===== config.mk =====
export PLATFORM = sky130hd
export DESIGN_NAME = msg_stream_seq
export DESIGN_NICKNAME = d
export VERILOG_FILES = /design/src/rtl/msg_stream_pkg.sv /design/src/rtl/msg_rom.sv /design/src/rtl/msg_stream_seq.sv
export SDC_FILE = /design/constraint.sdc
export NUM_CORES = 1
export LEC_CHECK = 0
export BUFFER_PORTS_ARGS = -buffer_cell sky130_fd_sc_hd__buf_2
export CAP_MARGIN = 20
export CORE_MARGIN = 2
export CORE_UTILIZATION = 50
export CTS_BUF_LIST = sky130_fd_sc_hd__clkbuf_16
export CTS_CLUSTER_SIZE = 25
export DETAILED_ROUTE_END_ITERATION = 16
export GPL_TIMING_DRIVEN = 0
export MAX_ROUTING_LAYER = met4
export PLACE_DENSITY_LB_ADDON = 0.2
export SETUP_SLACK_MARGIN = 0.02
export SLEW_MARGIN = 5
export SYNTH_ARGS = -nofsm -noshare
export SYNTH_HDL_FRONTEND = slang
export SYNTH_SLANG_ARGS = --single-unit
export TNS_END_PERCENT = 50

===== constraint.sdc =====
create_clock -name clk -period 3 [get_ports clk]
set_input_delay 0.45 -clock clk [delete_from_list [all_inputs] [get_ports clk]]
set_output_delay 0.45 -clock clk [all_outputs]
set_load 0.02 [all_outputs]

===== src/rtl/msg_stream_pkg.sv =====
// Shared types and constant message table for the message stream sequencer.
// The ROM holds ASCII messages zero-padded to ROM_MAX_LEN characters.
package msg_stream_pkg;

  localparam int ROM_DATA_W  = 8;
  localparam int ROM_NUM_MSG = 4;
  localparam int ROM_MAX_LEN = 16;
  localparam int ROM_SEL_W   = $clog2(ROM_NUM_MSG);
  localparam int ROM_IDX_W   = $clog2(ROM_MAX_LEN);

  typedef enum logic [1:0] {IDLE, STREAM, DONE} state_t;
  typedef logic [ROM_DATA_W-1:0] char_t;

  localparam char_t MSG_ROM [ROM_NUM_MSG][ROM_MAX_LEN] = '{
    // "Guatemala"
    '{8'h47, 8'h75, 8'h61, 8'h74, 8'h65, 8'h6D, 8'h61, 8'h6C,
      8'h61, 8'h00, 8'h00, 8'h00, 8'h00, 8'h00, 8'h00, 8'h00},
    // "Quetzal"
    '{8'h51, 8'h75, 8'h65, 8'h74, 8'h7A, 8'h61, 8'h6C, 8'h00,
      8'h00, 8'h00, 8'h00, 8'h00, 8'h00, 8'h00, 8'h00, 8'h00},
    // "Zacapa"
    '{8'h5A, 8'h61, 8'h63, 8'h61, 8'h70, 8'h61, 8'h00, 8'h00,
      8'h00, 8'h00, 8'h00, 8'h00, 8'h00, 8'h00, 8'h00, 8'h00},
    // "Tikal"
    '{8'h54, 8'h69, 8'h6B, 8'h61, 8'h6C, 8'h00, 8'h00, 8'h00,
      8'h00, 8'h00, 8'h00, 8'h00, 8'h00, 8'h00, 8'h00, 8'h00}
  };

  localparam int unsigned MSG_LEN [ROM_NUM_MSG] = '{9, 7, 6, 5};

  function automatic bit msg_lens_ok();
    for (int m = 0; m < ROM_NUM_MSG; m++) begin
      if (MSG_LEN[m] == 0 || MSG_LEN[m] > ROM_MAX_LEN) return 1'b0;
    end
    return 1'b1;
  endfunction

  localparam bit LEN_OK = msg_lens_ok();

  // Out-of-range message numbers fall back to message 0.
  function automatic logic [ROM_SEL_W-1:0] sel_clamp(input logic [ROM_SEL_W-1:0] s);
    return (int'(s) >= ROM_NUM_MSG) ? '0 : s;
  endfunction

endpackage


===== src/rtl/msg_rom.sv =====
// Combinational message lookup: character at (sel, idx) and whether it is
// the last character of that message.
module msg_rom
  import msg_stream_pkg::*;
(
  input  logic [ROM_SEL_W-1:0]  sel,
  input  logic [ROM_IDX_W-1:0]  idx,
  output logic [ROM_DATA_W-1:0] ch,
  output logic                  is_last
);

  assign ch      = MSG_ROM[sel][idx];
  assign is_last = (int'(idx) == int'(MSG_LEN[sel]) - 1);

endmodule


===== src/rtl/msg_stream_seq.sv =====
// Streams a stored ASCII message over valid/ready, one character per accepted
// beat, in one-shot or loop mode with start/stop control and a done pulse.
module msg_stream_seq
  import msg_stream_pkg::*;
#(
  parameter int DATA_W  = 8,
  parameter int NUM_MSG = 4,
  parameter int MAX_LEN = 16,
  parameter int SEL_W   = $clog2(NUM_MSG),
  parameter int IDX_W   = $clog2(MAX_LEN)
) (
  input  logic              clk,
  input  logic              reset_n,
  input  logic              en,
  input  logic [SEL_W-1:0]  select,
  input  logic              mode,
  input  logic              start,
  input  logic              stop,
  output logic [DATA_W-1:0] q_out,
  output logic              q_valid,
  input  logic              q_ready,
  output logic              q_last,
  output logic              busy,
  output logic              done
);

  // The message table is fixed in the package; reject mismatched builds.
  if (!LEN_OK || DATA_W != ROM_DATA_W || NUM_MSG != ROM_NUM_MSG ||
      MAX_LEN != ROM_MAX_LEN || SEL_W != ROM_SEL_W || IDX_W != ROM_IDX_W) begin : g_cfg_err
    $error("msg_stream_seq: parameters or message lengths do not match the message table");
  end

  state_t            state, state_nxt;
  logic [IDX_W-1:0]  idx;
  logic [SEL_W-1:0]  cur_sel;
  logic              stop_pend;
  logic              acc;
  logic              term;
  logic [SEL_W-1:0]  rom_sel;
  logic [IDX_W-1:0]  rom_idx;
  logic [DATA_W-1:0] rom_ch;
  logic              rom_last;

  assign acc  = q_valid & q_ready & en;
  assign term = mode | stop_pend | stop;

  // Address of the character to load on the next transfer: a fresh message
  // from IDLE or at the loop wrap, otherwise the following character.
  always_comb begin
    // NOTE: every comb output gets a default first so no latch is inferred.
    rom_sel = cur_sel;
    rom_idx = idx + 1'b1;
    if (state == IDLE || q_last) begin
      rom_sel = sel_clamp(select);
      rom_idx = '0;
    end
  end

  msg_rom u_rom (
    .sel     (rom_sel),
    .idx     (rom_idx),
    .ch      (rom_ch),
    .is_last (rom_last)
  );

  always_ff @(posedge clk or negedge reset_n) begin
    // NOTE: sequential state uses non-blocking assignments only.
    if (!reset_n) state <= IDLE;
    else          state <= state_nxt;
  end

  always_comb begin
    state_nxt = state;
    unique case (state)
      IDLE:    if (start) state_nxt = STREAM;
      STREAM:  if (acc && q_last && term) state_nxt = DONE;
      DONE:    state_nxt = IDLE;
      default: state_nxt = IDLE;
    endcase
  end

  always_comb begin
    busy    = (state == STREAM);
    q_valid = (state == STREAM);
    done    = (state == DONE);
  end

  always_ff @(posedge clk or negedge reset_n) begin
    if (!reset_n) begin
      idx       <= '0;
      cur_sel   <= '0;
      stop_pend <= 1'b0;
      q_out     <= '0;
      q_last    <= 1'b0;
    end else begin
      unique case (state)
        IDLE: begin
          if (start) begin
            cur_sel <= rom_sel;
            idx     <= '0;
            q_out   <= rom_ch;
            q_last  <= rom_last;
          end
        end
        STREAM: begin
          if (stop) stop_pend <= 1'b1;
          if (acc) begin
            if (q_last && term) begin
              q_out  <= '0;
              q_last <= 1'b0;
            end else begin
              // Mid-message advance or loop wrap; cur_sel only changes on wrap.
              if (q_last) cur_sel <= rom_sel;
              idx    <= rom_idx;
              q_out  <= rom_ch;
              q_last <= rom_last;
            end
          end
        end
        DONE: begin
          stop_pend <= 1'b0;
          idx       <= '0;
        end
        default: ;
      endcase
    end
  end

endmodule


# == Word level (Yosys, flattened, before mapping) ==
# Cells that the tools add are included.
# word_totals
inputBits,9
reg_bits,18
wordCells,71
# op_classes
muxes,33
eq_ne,9
bitwise_logic,6
reduce_logical,13
magnitude_cmp,2
n_addsub,2
# op_table
op,count
128-bit binary-select mux with 2-bit select,1
128-bit two-way mux,2
32-bit binary-select mux with 2-bit select,1
32-bit two-way mux,2
8-bit two-way mux,5
8-bit binary-select mux with 4-bit select,1
5-bit by 32-bit == test with 1-bit output,1
"32-bit by 2-bit subtractor with 32-bit output, second input constant",1
4-bit two-way mux,4
8-bit one-hot mux with 2 select lines,1
2-bit two-way mux,7
4-bit one-hot mux with 3 select lines,1
2-bit one-hot mux with 2 select lines,2
"2-bit by 1-bit inequality test with 1-bit output, second input constant",3
"2-bit inequality test, second input constant",3
"5-bit >= comparator, second input constant",1
4-bit inverter with 5-bit output,1
5-bit AND reduction,1
"4-bit by 1-bit adder with 4-bit output, second input constant",1
1-bit two-way mux,4
1-bit one-hot mux with 2 select lines,2
2-bit AND reduction,2
4-bit AND reduction,1
2-bit nonzero test,2
11 further kinds,15

# == Logic depth before layout (Yosys ltp) ==
# Gate-level depths: netlist of the first run.
# logic_depth
ltp_word,13
depth_mapped,11

# == By module ==
# A second synthesis of the first run with hierarchy kept.
# hier_totals
hier_cells,143
hier_area_um2,1368.8
# modules_own_cells
module,area_per_inst_um2,instances,cells_each
msg_stream_seq,943.4,1,86
msg_rom,425.4,1,57

# == Worst setup path before layout of the first run ==
# Ideal clock, no wire load.
# synth_path
kind,reg2reg
from,reg state[0]
to,reg q_out[3]
stages_incl_launch_ff,12
setup_ps,134
path_slack_ps,726
period_less_slack_ps,2274
arrival_ps,2140
required_time_ps,2866
path_cell_list,dfrtp_1 buf_2 o21bai_1 buf_2 mux2i_1 inv_1 ha_1 nor2b_1 a311oi_1 a21oi_1 o2111ai_1 o211ai_2
# synth_between
elab_chain_len,13
# synth_lines
item,line_no,text
"start, declared",msg_stream_seq.sv:33,"state_t state, state_nxt;"
"start signal, assigned",msg_stream_seq.sv:69,else state <= state_nxt;
2-bit logical NOT *,msg_stream_seq.sv:53,if (state == IDLE || q_last) begin
1-bit logical OR *,msg_stream_seq.sv:53,
2-bit two-way mux *,msg_stream_seq.sv:53,
net rom_sel[0],msg_stream_seq.sv:39,logic [SEL_W-1:0] rom_sel;
2-bit inverter with 3-bit output (not written as such) *,msg_rom.sv:12,assign ch = MSG_ROM[sel][idx];
128-bit binary-select mux with 2-bit select *,msg_rom.sv:12,
128-bit two-way mux (not written as such) * (2 in series),msg_rom.sv:12,
8-bit binary-select mux with 4-bit select *,msg_rom.sv:12,
8-bit two-way mux (not written as such) * (2 in series),msg_rom.sv:12,
8-bit two-way mux,msg_stream_seq.sv:108,if (q_last && term) begin
8-bit two-way mux,msg_stream_seq.sv:107,if (acc) begin
8-bit one-hot mux with 2 select lines *,msg_stream_seq.sv:96,unique case (state)
"end signal, assigned",msg_stream_seq.sv:101,q_out <= rom_ch;
"end signal, assigned",msg_stream_seq.sv:115,q_out <= rom_ch;
"end, declared",msg_stream_seq.sv:19,"output logic [DATA_W-1:0] q_out,"
# The timed path passes the listed nets; every way through them passes the cells marked *. The select of a mux whose other input is x is not followed.
# A chain may end at the register's enable or synchronous reset.

# == Worst setup path in the final report of the first run ==
# layout_path
from,reg state[0]
to,reg q_out[0]
# Same word-level chain as after synthesis.

==> run summary, run 1 <==
status = finished clean
crit path launch = state[0]$_DFFE_PN0P_
DR vias = 1231
post-CTS sizing = 0
#FFs+latches synth = 17
clk_skew = 0.00266 ns
input/output buffers = 19
Die X = 54.1 µm
Commonest cells post-synth = dfrtp_1, nor2_1, nand2_1
top-area cell type share of the netlist area = 33.9%
P&R area growth vs syn = 16.8%
WS Path Type = flip-flop to flip-flop
fmax = 372 MHz
TritonRoute pass-1 iters = 4
Antenna Cells = 0
Mapped Area = 1260 µm²
Die H = 54.1 µm
switching power = 0.939 mW
largest net degree at the start of global routing = 18
crit-path cells = buf_2, o21bai_1, buf_2, mux2i_1, inv_1, ha_1, nor2b_1, o311ai_0, a22oi_1, o211ai_1
relative slew slack = 57.9%
Seq pwr share = 22.0%
Final Instance Area = 1470 µm²
DRT Wirelength = 3350 µm
minimum clock period = 2.69 ns
first-pass GRT wire length = 5540 µm
layout cells sized above 1 = 21.1%
die area = 2930 µm²
Avg Inst Size Synth = 8.26 µm²
vias in the first global route = 1133
crit start category = flip-flop
Sink Count = 17
critical path's slowest cell = dfrtp_1
post-synthesis cell type count = 48
Logic pwr share = 64.3%
Ports = 21
crit path to = q_out[0]$_DFFE_PN0P_
clk_lat worst skew = 0.25 ns
Worst Hold Class = primary input to asynchronous set/reset pin
worst reg2reg startpoint = state[0]$_DFFE_PN0P_
worst r2r path cells = 10
WP buf/inv = 3
RSZ-0062 raised after global routing = false
post-synthesis sequential area ratio = 33.9%
initial antenna violation count = 0
DP Area = 1390 µm²
P_int = 0.973 mW
Pwr per Cell Area = 1300 nW/µm²
H-tree depth = 1
Post-CTS Setup Bufs = 0
FFs w/ async S/R, synth = 100%
Max stage delay on crit path = 0.41 ns
Finish-stage setup viols = 0
Crit path depth = 10
syn nets = 164
number of synthesized flops with an enable pin = 0
wire per inst = 16.4 µm
Hold Slack = 0.113 ns
routability cong. = 0.917
clock slew at reported path FFs = 0.05 ns
number of buffers created by CTS = 3
cell mode on critical path = buf_2
critical path arrival = 2.85 ns
max-cap viol count = 0
# rows = 18
Initial DRC Count = 47
Tcrit/Tclk final = 89.6%
# DRC = 0
cell taking the most area after synthesis = dfrtp_1
Final Slew Violations = 0
Clock power frac = 13.8%
CORE AREA = 2430 µm²
Initial Util = 51.6%
Bufs on Longest Clock Path = 2
final design utilization = 60.3%
GRT Util Overall = 27.4%
crit-path max FO = 10
setup TNS = 0 ns
R2R setup slack = 0.31 ns
Main synth FF type = dfrtp_1
CP required = 3.16 ns
GRT overflow = 0
antenna viol nets, final = 0
vias per inst = 6.00
CP endpoint kind = flip-flop
cell leakage power = 0.657 nW
Peak supply drop = 746 µV
Hold Vio Cnt, Final = 0
Yosys warning total = 0
clock root buffer master = clkbuf_16
hold buffer count at CTS = 0
NumNets Final = 188
worst slew pin tran = 0.626 ns
TritonCTS clock tree = yes
switching power share of the total = 49.1%
Synth Instances = 152
Worst R2R End = q_out[0]$_DFFE_PN0P_
HPWL Detailed = 2480 µm
top cells by area, synth = dfrtp_1, nor2_1, a21oi_1
crit-path leading delay family = compound AO/OA/AOI/OAI gates
## cell families (layout without fill, tap and decap cells)
kind of cell / after synthesis / after routing / synth area share (%)
AOI/OAI and AO/OA: 52 / 52 / 29.5
xor gates and xnor gates: 5 / 5 / 4.08
adders and majority gates: 3 / 3 / 2.99
buffers and inverters: 16 / 39 / 5.88
DFF: 17 / 17 / 33.9
muxes: 3 / 3 / 2.49
other: 1 / 1 / 0.299
and+or+nand+nor: 55 / 55 / 20.9
## worst min path at each step
stage,from,end,slack [ns]
2_1_floorplan,reset_n,cur_sel[0]$_DFFE_PN0P_,0.15
3_3_place_gp,reset_n,state[0]$_DFFE_PN0P_,0.38
3_5_place_dp,reset_n,state[0]$_DFFE_PN0P_,0.39
4_1_cts,reset_n,state[0]$_DFFE_PN0P_,0.13
5_1_grt,reset_n,state[0]$_DFFE_PN0P_,0.15
6_report,reset_n,state[0]$_DFFE_PN0P_,0.11
## per-stage QoR
stage	total power [mW]	std cells	setup WS [ns]
floorplan	1.32	152	0.726
global placement	1.59	201	0.434
detailed placement	1.62	201	0.348
CTS	1.90	205	0.308
global route	2.07	205	0.0991
finish	1.91	205	0.313
## per-layer routing
layer | track usage [%] | share of wire [%] | vias up
met2 | 40.0 | 48 | 44
met4 | 8.75 | 1.4 | 0
met1 | 39.0 | 45 | 577
met3 | 3.89 | 5.2 | 7
li1 | - | - | 603
met5 | - | 0 | -
## power by group through the flow
stage / combinational (mW) / sequential [mW] / clock (mW)
3_5_place_dp: 1.20 / 0.422 / 0
4_1_cts: 1.21 / 0.420 / 0.269
6_report: 1.23 / 0.420 / 0.264
2_1_floorplan: 0.863 / 0.456 / 0
3_3_place_gp: 1.18 / 0.417 / 0
5_1_grt: 1.35 / 0.439 / 0.280
## final cells by class
class,instances,area [µm²]
inverters,7,26.3
well taps,30,37.5
clock inverters,1,3.75
fillers,216,965
plain buffers,9,47.5
flip-flops and latches,17,425
repair buffers,19,95.1
clock buffers,3,75.1
multi-input cells,119,757
## flip-flops by register name (all words and copies together) (netlist names)
register   count
cur_sel        2
idx            4
q_last         1
q_out          7
state          2
stop_pend      1
## worst reg2reg max path, stage by stage (launching register included)
cell      delay [ns]
dfrtp_1         0.41
buf_2           0.21
o21bai_1        0.23
buf_2           0.28
mux2i_1         0.29
inv_1           0.07
ha_1            0.21
nor2b_1         0.16
o311ai_0        0.40
a22oi_1         0.15
o211ai_1        0.20
## layout by cell type, fill, tap and decap left out, types with 4 or more instances in the layout
master,count
inv_1,6
a21oi_1,12
nor2_1,17
buf_2,24
o21ai_1,4
o21ai_0,5
dfrtp_1,17
nand2_1,15
a22o_1,4
nor2b_1,7
No activity file was read; power rests on OpenSTA's default activity.
==> inputs of run 2 (changes only) <==
--- a/config.mk
+++ b/config.mk
@@ -5,13 +5,13 @@
 export SDC_FILE = /design/constraint.sdc
 export NUM_CORES = 1
 export LEC_CHECK = 0
-export BUFFER_PORTS_ARGS = -buffer_cell sky130_fd_sc_hd__buf_2
 export CAP_MARGIN = 20
 export CORE_MARGIN = 2
 export CORE_UTILIZATION = 50
 export CTS_BUF_LIST = sky130_fd_sc_hd__clkbuf_16
 export CTS_CLUSTER_SIZE = 25
 export DETAILED_ROUTE_END_ITERATION = 16
+export DONT_BUFFER_PORTS = 1
 export GPL_TIMING_DRIVEN = 0
 export MAX_ROUTING_LAYER = met4
 export PLACE_DENSITY_LB_ADDON = 0.2
==> run 2 against run 1 <==
Compared with the run above:
- clock power is 2% higher
- critical path type unchanged
- die area stayed put
- via count is 4.2% lower
- critical endpoint unchanged
==> run summary, run 2 (synthesis gave the netlist of run 1 again) <==
status = finished clean
DR vias = 1179 (-4.2%)
crit start category = flip-flop
DP Worst Slack = 0.302 ns (-0.0454 ns)
Final WS setup = 0.237 ns (-0.0755 ns)
hold path depth = 2
clk_lat worst skew = 0.25 ns (about the same)
Reg area = 425 µm² (unchanged)
NumNets Final = 170 (-9.6%)
fin cells = 187 (-8.8%)
initial antenna violation count = 0 (unchanged)
crit-path cells = buf_2, o21bai_1, buf_2, mux2i_1, inv_1, ha_1, nor2b_1, o311ai_0, a22oi_1, o211ai_1
wire per inst = 16.7 µm (+2.0%)
Final Slew Violations = 0 (unchanged)
clk_skew = 0.00128 ns (-0.00138 ns)
Multi-input gate area = 757 µm² (unchanged)
Antenna Cells = 0 (unchanged)
first-pass GRT wire length = 5140 µm (-7.2%)
routability cong. = 0.905 (-1.3%)
crit-path max FO = 10 (unchanged)
vias in the first global route = 1096 (-3.3%)
input/output buffers = 0 (-19)
fillcell total = 238 (+10%)
critical path arrival = 2.93 ns (+0.08 ns)
DRT Wirelength = 3120 µm (-6.9%)
max FFs per register = 7 (unchanged)
largest net degree at the start of global routing = 18 (unchanged)
worst reg2reg startpoint = state[0]$_DFFE_PN0P_
cell mode on critical path = buf_2
GRT overflow = 0 (unchanged)
fmax = 362 MHz (-2.7%)
total power = 1.83 mW (-4.2%)
H-tree depth = 1 (unchanged)
vias per inst = 6.30 (+5.0%)
CORE AREA = 2430 µm² (unchanged)
Initial DRC Count = 34 (-28%)
relative slew slack = 47.3% (-11 points)
minimum clock period = 2.76 ns (+0.0755 ns)
layout cells sized above 1 = 12.1% (-9.0 points)
Die X = 54.1 µm (unchanged)
Pwr per Cell Area = 1320 nW/µm² (+1.7%)
Max stage delay on crit path = 0.45 ns (+0.04 ns)
antenna viol nets, final = 0 (unchanged)
Initial Util = 51.6% (unchanged)
clock slew at reported path FFs = 0.05 ns (about the same)
cell leakage power = 0.578 nW (-12%)
Hold Vio Cnt, Final = 0 (unchanged)
clock root buffer master = clkbuf_16
number of buffers created by CTS = 3 (unchanged)
register with the most flip-flops = q_out
critical path's slowest cell = o311ai_0
TritonCTS clock tree = yes
Hold EP = state[1]$_DFFE_PN0P_
Worst R2R End = q_out[0]$_DFFE_PN0P_
die area = 2930 µm² (unchanged)
HPWL Detailed = 2320 µm (-6.4%)
RSZ-0062 raised after global routing = false
max-cap viol count = 0 (unchanged)
worst r2r path cells = 10 (unchanged)
WS Path Type = flip-flop to flip-flop
Die H = 54.1 µm (unchanged)
# rows = 18 (unchanged)
GRT Util Overall = 24.9% (-2.5 points)
Post-CTS Setup Bufs = 0 (unchanged)
most frequent cells in the layout = nor2_1, dfrtp_1, nand2_1
Tcrit/Tclk final = 92.1% (+2.5 points)
crit-path leading delay family = compound AO/OA/AOI/OAI gates
Largest regs = q_out: 7 flops, idx: 4 flops
Inst Count DP = 182 (-9.5%)
P&R area growth vs syn = 10.2%
worst hold path startpoint = q_ready
Peak supply drop = 788 µV (+5.7%)
CP required = 3.17 ns (about the same)
# DRC = 0 (unchanged)
CP endpoint kind = flip-flop
Finish-stage setup viols = 0 (unchanged)
WP buf/inv = 3 (unchanged)
Sink Count = 17 (unchanged)
setup TNS = 0 ns (unchanged)
Hold Slack = 0.377 ns (+0.264 ns)
R2R setup slack = 0.24 ns (-0.08 ns)
Ports = 21 (unchanged)
Worst Hold Class = primary input to flip-flop
worst slew pin tran = 0.788 ns (+0.163 ns)
TritonRoute pass-1 iters = 4 (unchanged)
Bufs on Longest Clock Path = 2 (unchanged)
==> run 2: per-layer routing <==
metal | GRT usage, % | wire length, µm | vias up
li1 | - | - | 563
met3 | 3.61 | 168 | 8
met1 | 35.1 | 1470 | 574
met2 | 36.9 | 1400 | 34
met4 | 7.50 | 80 | 0
met5 | - | 0 | -
==> run 2: what timing repair did <==
item,CTS,global route
gates resized for setup,0,0
hold endpoints to repair,17,0
hold buffers,1,0
==> run 2: final cells by class <==
type | instances | share of cell area [%]
buffer | 9 | 3.44
multi-input combinational | 119 | 54.7
tap | 30 | 2.71
sequential | 17 | 30.7
inverter | 7 | 1.90
clock inverter | 1 | 0.362
timing repair buffer | 1 | 0.723
clock buffer | 3 | 5.42
==> run 2: report_power, final <==
group | internal (mW) | switching, mW
registers | 0.323 | 0.160
logic | 0.429 | 0.652
clock network | 0.178 | 0.0894
==> run 2: how the worst max path moves through the flow <==
| stage | startpoint | to | depth (start not counted) |
|---|---|---|---|
| 4_1_cts | state[0]$_DFFE_PN0P_ | q_out[0]$_DFFE_PN0P_ | 10 |
| 3_3_place_gp | state[0]$_DFFE_PN0P_ | q_out[0]$_DFFE_PN0P_ | 10 |
| 5_1_grt | state[0]$_DFFE_PN0P_ | q_out[0]$_DFFE_PN0P_ | 10 |
| 3_5_place_dp | state[0]$_DFFE_PN0P_ | q_out[0]$_DFFE_PN0P_ | 10 |
| 6_report | state[0]$_DFFE_PN0P_ | q_out[0]$_DFFE_PN0P_ | 10 |
| 2_1_floorplan | state[0]$_DFFE_PN0P_ | q_out[3]$_DFFE_PN0P_ | 11 |
==> run 2: stage by stage <==
step / utilization [%] / area (µm²)
after global routing: 56.9 / 1380
after detailed placement: 53.2 / 1290
final: 56.9 / 1380
after floorplan: - / 1260
after global placement: 53.2 / 1290
after CTS: 56.9 / 1380
==> inputs of run 3 (changes only) <==
--- a/config.mk
+++ b/config.mk
@@ -5,6 +5,7 @@
 export SDC_FILE = /design/constraint.sdc
 export NUM_CORES = 1
 export LEC_CHECK = 0
+export ABC_AREA = 1
 export CAP_MARGIN = 20
 export CORE_MARGIN = 2
 export CORE_UTILIZATION = 50
==> run 3 against run 2 <==
Compared with the run above:
- clock-buffer cell count unchanged
- via count increased by 5.1%
- register-to-register slack improved by 0.63 ns
- synthesized cell count increased by 25%
- combinational power increased by 15%
- clock skew increased by 0.00094 ns
- non-clock buffer count decreased by 7
- critical path type unchanged
- largest cell class unchanged
==> run summary, run 3 <==
most common cell after layout, fill and taps aside = nand2_1
GRT Util Overall = 25.4% (+0.42 points)
vias per inst = 5.51 (-13%)
HPWL Detailed = 2440 µm (+5.2%)
Mapped Area = 1300 µm² (+3.5%)
CORE AREA = 2480 µm² (+1.9%)
first-pass GRT wire length = 5320 µm (+3.5%)
Bufs on Longest Clock Path = 2 (unchanged)
post-synthesis cell type count = 28 (-42%)
fin cells = 225 (+20%)
number of buffers created by CTS = 3 (unchanged)
crit start category = flip-flop
worst hold path startpoint = en
DR vias = 1239 (+5.1%)
Post-CTS Setup Bufs = 0 (unchanged)
syn nets = 202 (+23%)
worst r2r path cells = 14 (+4)
DP Worst Slack = 0.897 ns (+0.595 ns)
initial antenna violation count = 0 (unchanged)
# rows = 18 (unchanged)
Peak supply drop = 652 µV (-17%)
Die X = 55.0 µm (+1.6%)
Die H = 55.0 µm (+1.6%)
most numerous cell in the Yosys netlist = nand2_1
GRT overflow = 0 (unchanged)
most frequent cells in the layout = nand2_1, nand3_1, dfrtp_1
routability cong. = 0.890 (-1.6%)
critical path arrival = 2.27 ns (-0.66 ns)
FFs w/ async S/R, synth = 100% (unchanged)
Antenna Cells = 0 (unchanged)
post-synthesis adder-cell area fraction = 2.89% (-0.10 points)
Main synth FF type = dfrtp_1
Hold EP = state[1]$_DFFE_PN0P_
Final Slew Violations = 0 (unchanged)
Yosys warning total = 0 (unchanged)
Hold Vio Cnt, Final = 0 (unchanged)
#FFs+latches synth = 17 (unchanged)
Initial DRC Count = 36 (+5.9%)
critical path's slowest cell = dfrtp_1
Multi-input gate area = 788 µm² (+4.1%)
DRT Wirelength = 3210 µm (+2.8%)
fillcell total = 247 (+3.8%)
Ports = 21 (unchanged)
worst slew pin tran = 0.780 ns (-0.00861 ns)
Finish-stage setup viols = 0 (unchanged)
layout cells sized above 1 = 17.9% (+5.8 points)
minimum clock period = 2.13 ns (-0.633 ns)
Pwr per Cell Area = 1380 nW/µm² (+4.1%)
Inst Count DP = 220 (+21%)
Worst R2R End = q_out[2]$_DFFE_PN0P_
TritonRoute pass-1 iters = 4 (unchanged)
cell leakage power = 0.736 nW (+28%)
Tcrit/Tclk final = 71.0% (-21 points)
Worst Hold Class = primary input to flip-flop
P&R area growth vs syn = 9.72%
register with the most flip-flops = q_out
CP endpoint kind = flip-flop
worst reg2reg startpoint = q_last$_DFFE_PN0P_
Sink Count = 17 (unchanged)
cell mode on critical path = nand2_1
wire per inst = 14.3 µm (-15%)
Largest regs = q_out: 7 flops, idx: 4 flops
vias in the first global route = 1128 (+2.9%)
input/output buffers = 0 (unchanged)
WS Path Type = flip-flop to flip-flop
top cells by area, synth = dfrtp_1, nand2_1, nand3_1
H-tree depth = 1 (unchanged)
max-cap viol count = 0 (unchanged)
number of synthesized flops with an enable pin = 0 (unchanged)
Synth Area in Simple Gates = 45.9% (+25 points)
antenna viol nets, final = 0 (unchanged)
largest family of logic cells by synthesized area = simple AND/OR/NAND/NOR gates
Synth Area in XOR/XNOR = 1.35% (-2.7 points)
RSZ-0062 raised after global routing = false
largest net degree at the start of global routing = 18 (unchanged)
crit-path max FO = 6 (-4)
clock slew at reported path FFs = 0.05 ns (about the same)
# DRC = 0 (unchanged)
fmax = 470 MHz (+30%)
clk_lat worst skew = 0.24 ns (about the same)
die area = 3020 µm² (+3.2%)
clock root buffer master = clkbuf_16
Max stage delay on crit path = 0.60 ns (+0.15 ns)
Final WS setup = 0.870 ns (+0.633 ns)
NumNets Final = 208 (+22%)
mux share of post-synthesis cell area = 0% (-2.5 points)
Reg area = 425 µm² (unchanged)
Synth Instances = 190 (+25%)
Compound-Gate Fraction of Synth Area = 10.2% (-19 points)
setup TNS = 0 ns (unchanged)
TritonCTS clock tree = yes
max FFs per register = 7 (unchanged)
hold path depth = 2 (unchanged)
CP required = 3.14 ns (-0.03 ns)
Commonest cells post-synth = nand2_1, nand3_1, dfrtp_1
top-area cell type share of the netlist area = 32.7% (-1.1 points)
post-synthesis sequential area ratio = 32.7% (-1.1 points)
Avg Inst Size Synth = 6.84 µm² (-17%)
status = finished clean
Initial Util = 52.5% (+0.83 points)
cell taking the most area after synthesis = dfrtp_1
R2R setup slack = 0.87 ns (+0.63 ns)
crit-path cells = inv_2, o21ai_2, nand2_1, nand2_2, inv_2, ha_1, nand2_1, nand3_1, nor2_1, nand2_1, nand2_1, nor2_1, nand2_1, nand2_1
relative slew slack = 47.8% (+0.58 points)
clk_skew = 0.00222 ns (+0.000940 ns)
-- run 3: changes by cell type after synthesis, sizes merged, moves of 5 or more --
| cell | delta |
|---|---|
| nand2 | +62 |
| nand3 | +19 |
| inv | +12 |
| nor2b | -8 |
| a21oi | -6 |
| buf | -5 |
| nor2 | +5 |
-- run 3: cell families (layout without fill, tap and decap cells) --
family,after synthesis,in the layout
AO/OA/AOI/OAI,22,22
XOR/XNOR,2,2
adder cells (fa/ha/maj),3,3
buffers and inverters,21,26
flip-flops,17,17
other,1,1
AND/OR/NAND/NOR,124,124
-- run 3: area by class of cell --
class	instances	share of cell area, %
Clock inverter	1	0.263
Multi-Input combinational cell	152	55.3
Timing Repair Buffer	1	0.702
Buffer	2	1.05
Tap cell	30	2.63
Sequential cell	17	29.8
Inverter	19	5.00
Clock buffer	3	5.26
-- run 3: worst max-delay path: cells and delay by family, from the launching register on --
family          cells  cell delay (ns)
fa+ha+maj           1             0.26
flops               1             0.60
compound gates      1             0.15
buf+inv             2             0.19
simple gates       10             0.82
-- run 3: metrics by stage --
step | util, % | total power [mW] | hold WS (ns) | cell area, µm²
CTS | 57.6 | 1.97 | 0.383 | 1430
finish | 57.6 | 1.97 | 0.385 | 1430
global route | 57.6 | 2.16 | 0.415 | 1430
floorplan | - | 1.43 | 0.154 | 1300
detailed placement | 54.0 | 1.69 | 0.155 | 1340
global placement | 54.0 | 1.67 | 0.155 | 1340
-- run 3: worst max path at each step --
stage                                   from                   end  slack [ns]
after floorplan           q_last$_DFFE_PN0P_  q_out[3]$_DFFE_PN0P_        1.20
after global placement    q_last$_DFFE_PN0P_  q_out[3]$_DFFE_PN0P_        0.90
after detailed placement  q_last$_DFFE_PN0P_  q_out[2]$_DFFE_PN0P_        0.90
after CTS                 q_last$_DFFE_PN0P_  q_out[2]$_DFFE_PN0P_        0.88
after global routing      q_last$_DFFE_PN0P_  q_out[3]$_DFFE_PN0P_        0.63
final                     q_last$_DFFE_PN0P_  q_out[2]$_DFFE_PN0P_        0.87
-- run 3: power breakdown --
part	switching, mW	internal (mW)
logic	0.845	0.393
clock network	0.0798	0.177
registers	0.149	0.323
-- run 3: what timing repair did --
action                                 in CTS  in global routing
endpoints found under the hold margin      17                  0
gates resized for setup                     0                  0
hold buffers                                1                  0
-- run 3: layer usage --
layer  global-route usage (%)  share of wire, %  vias to the layer above
li1                         -                 -                      623
met1                     33.7                47                      574
met2                     40.5                47                       38
met3                     3.23               5.4                        4
met4                     7.32               1.2                        0
met5                        -                 0                        -
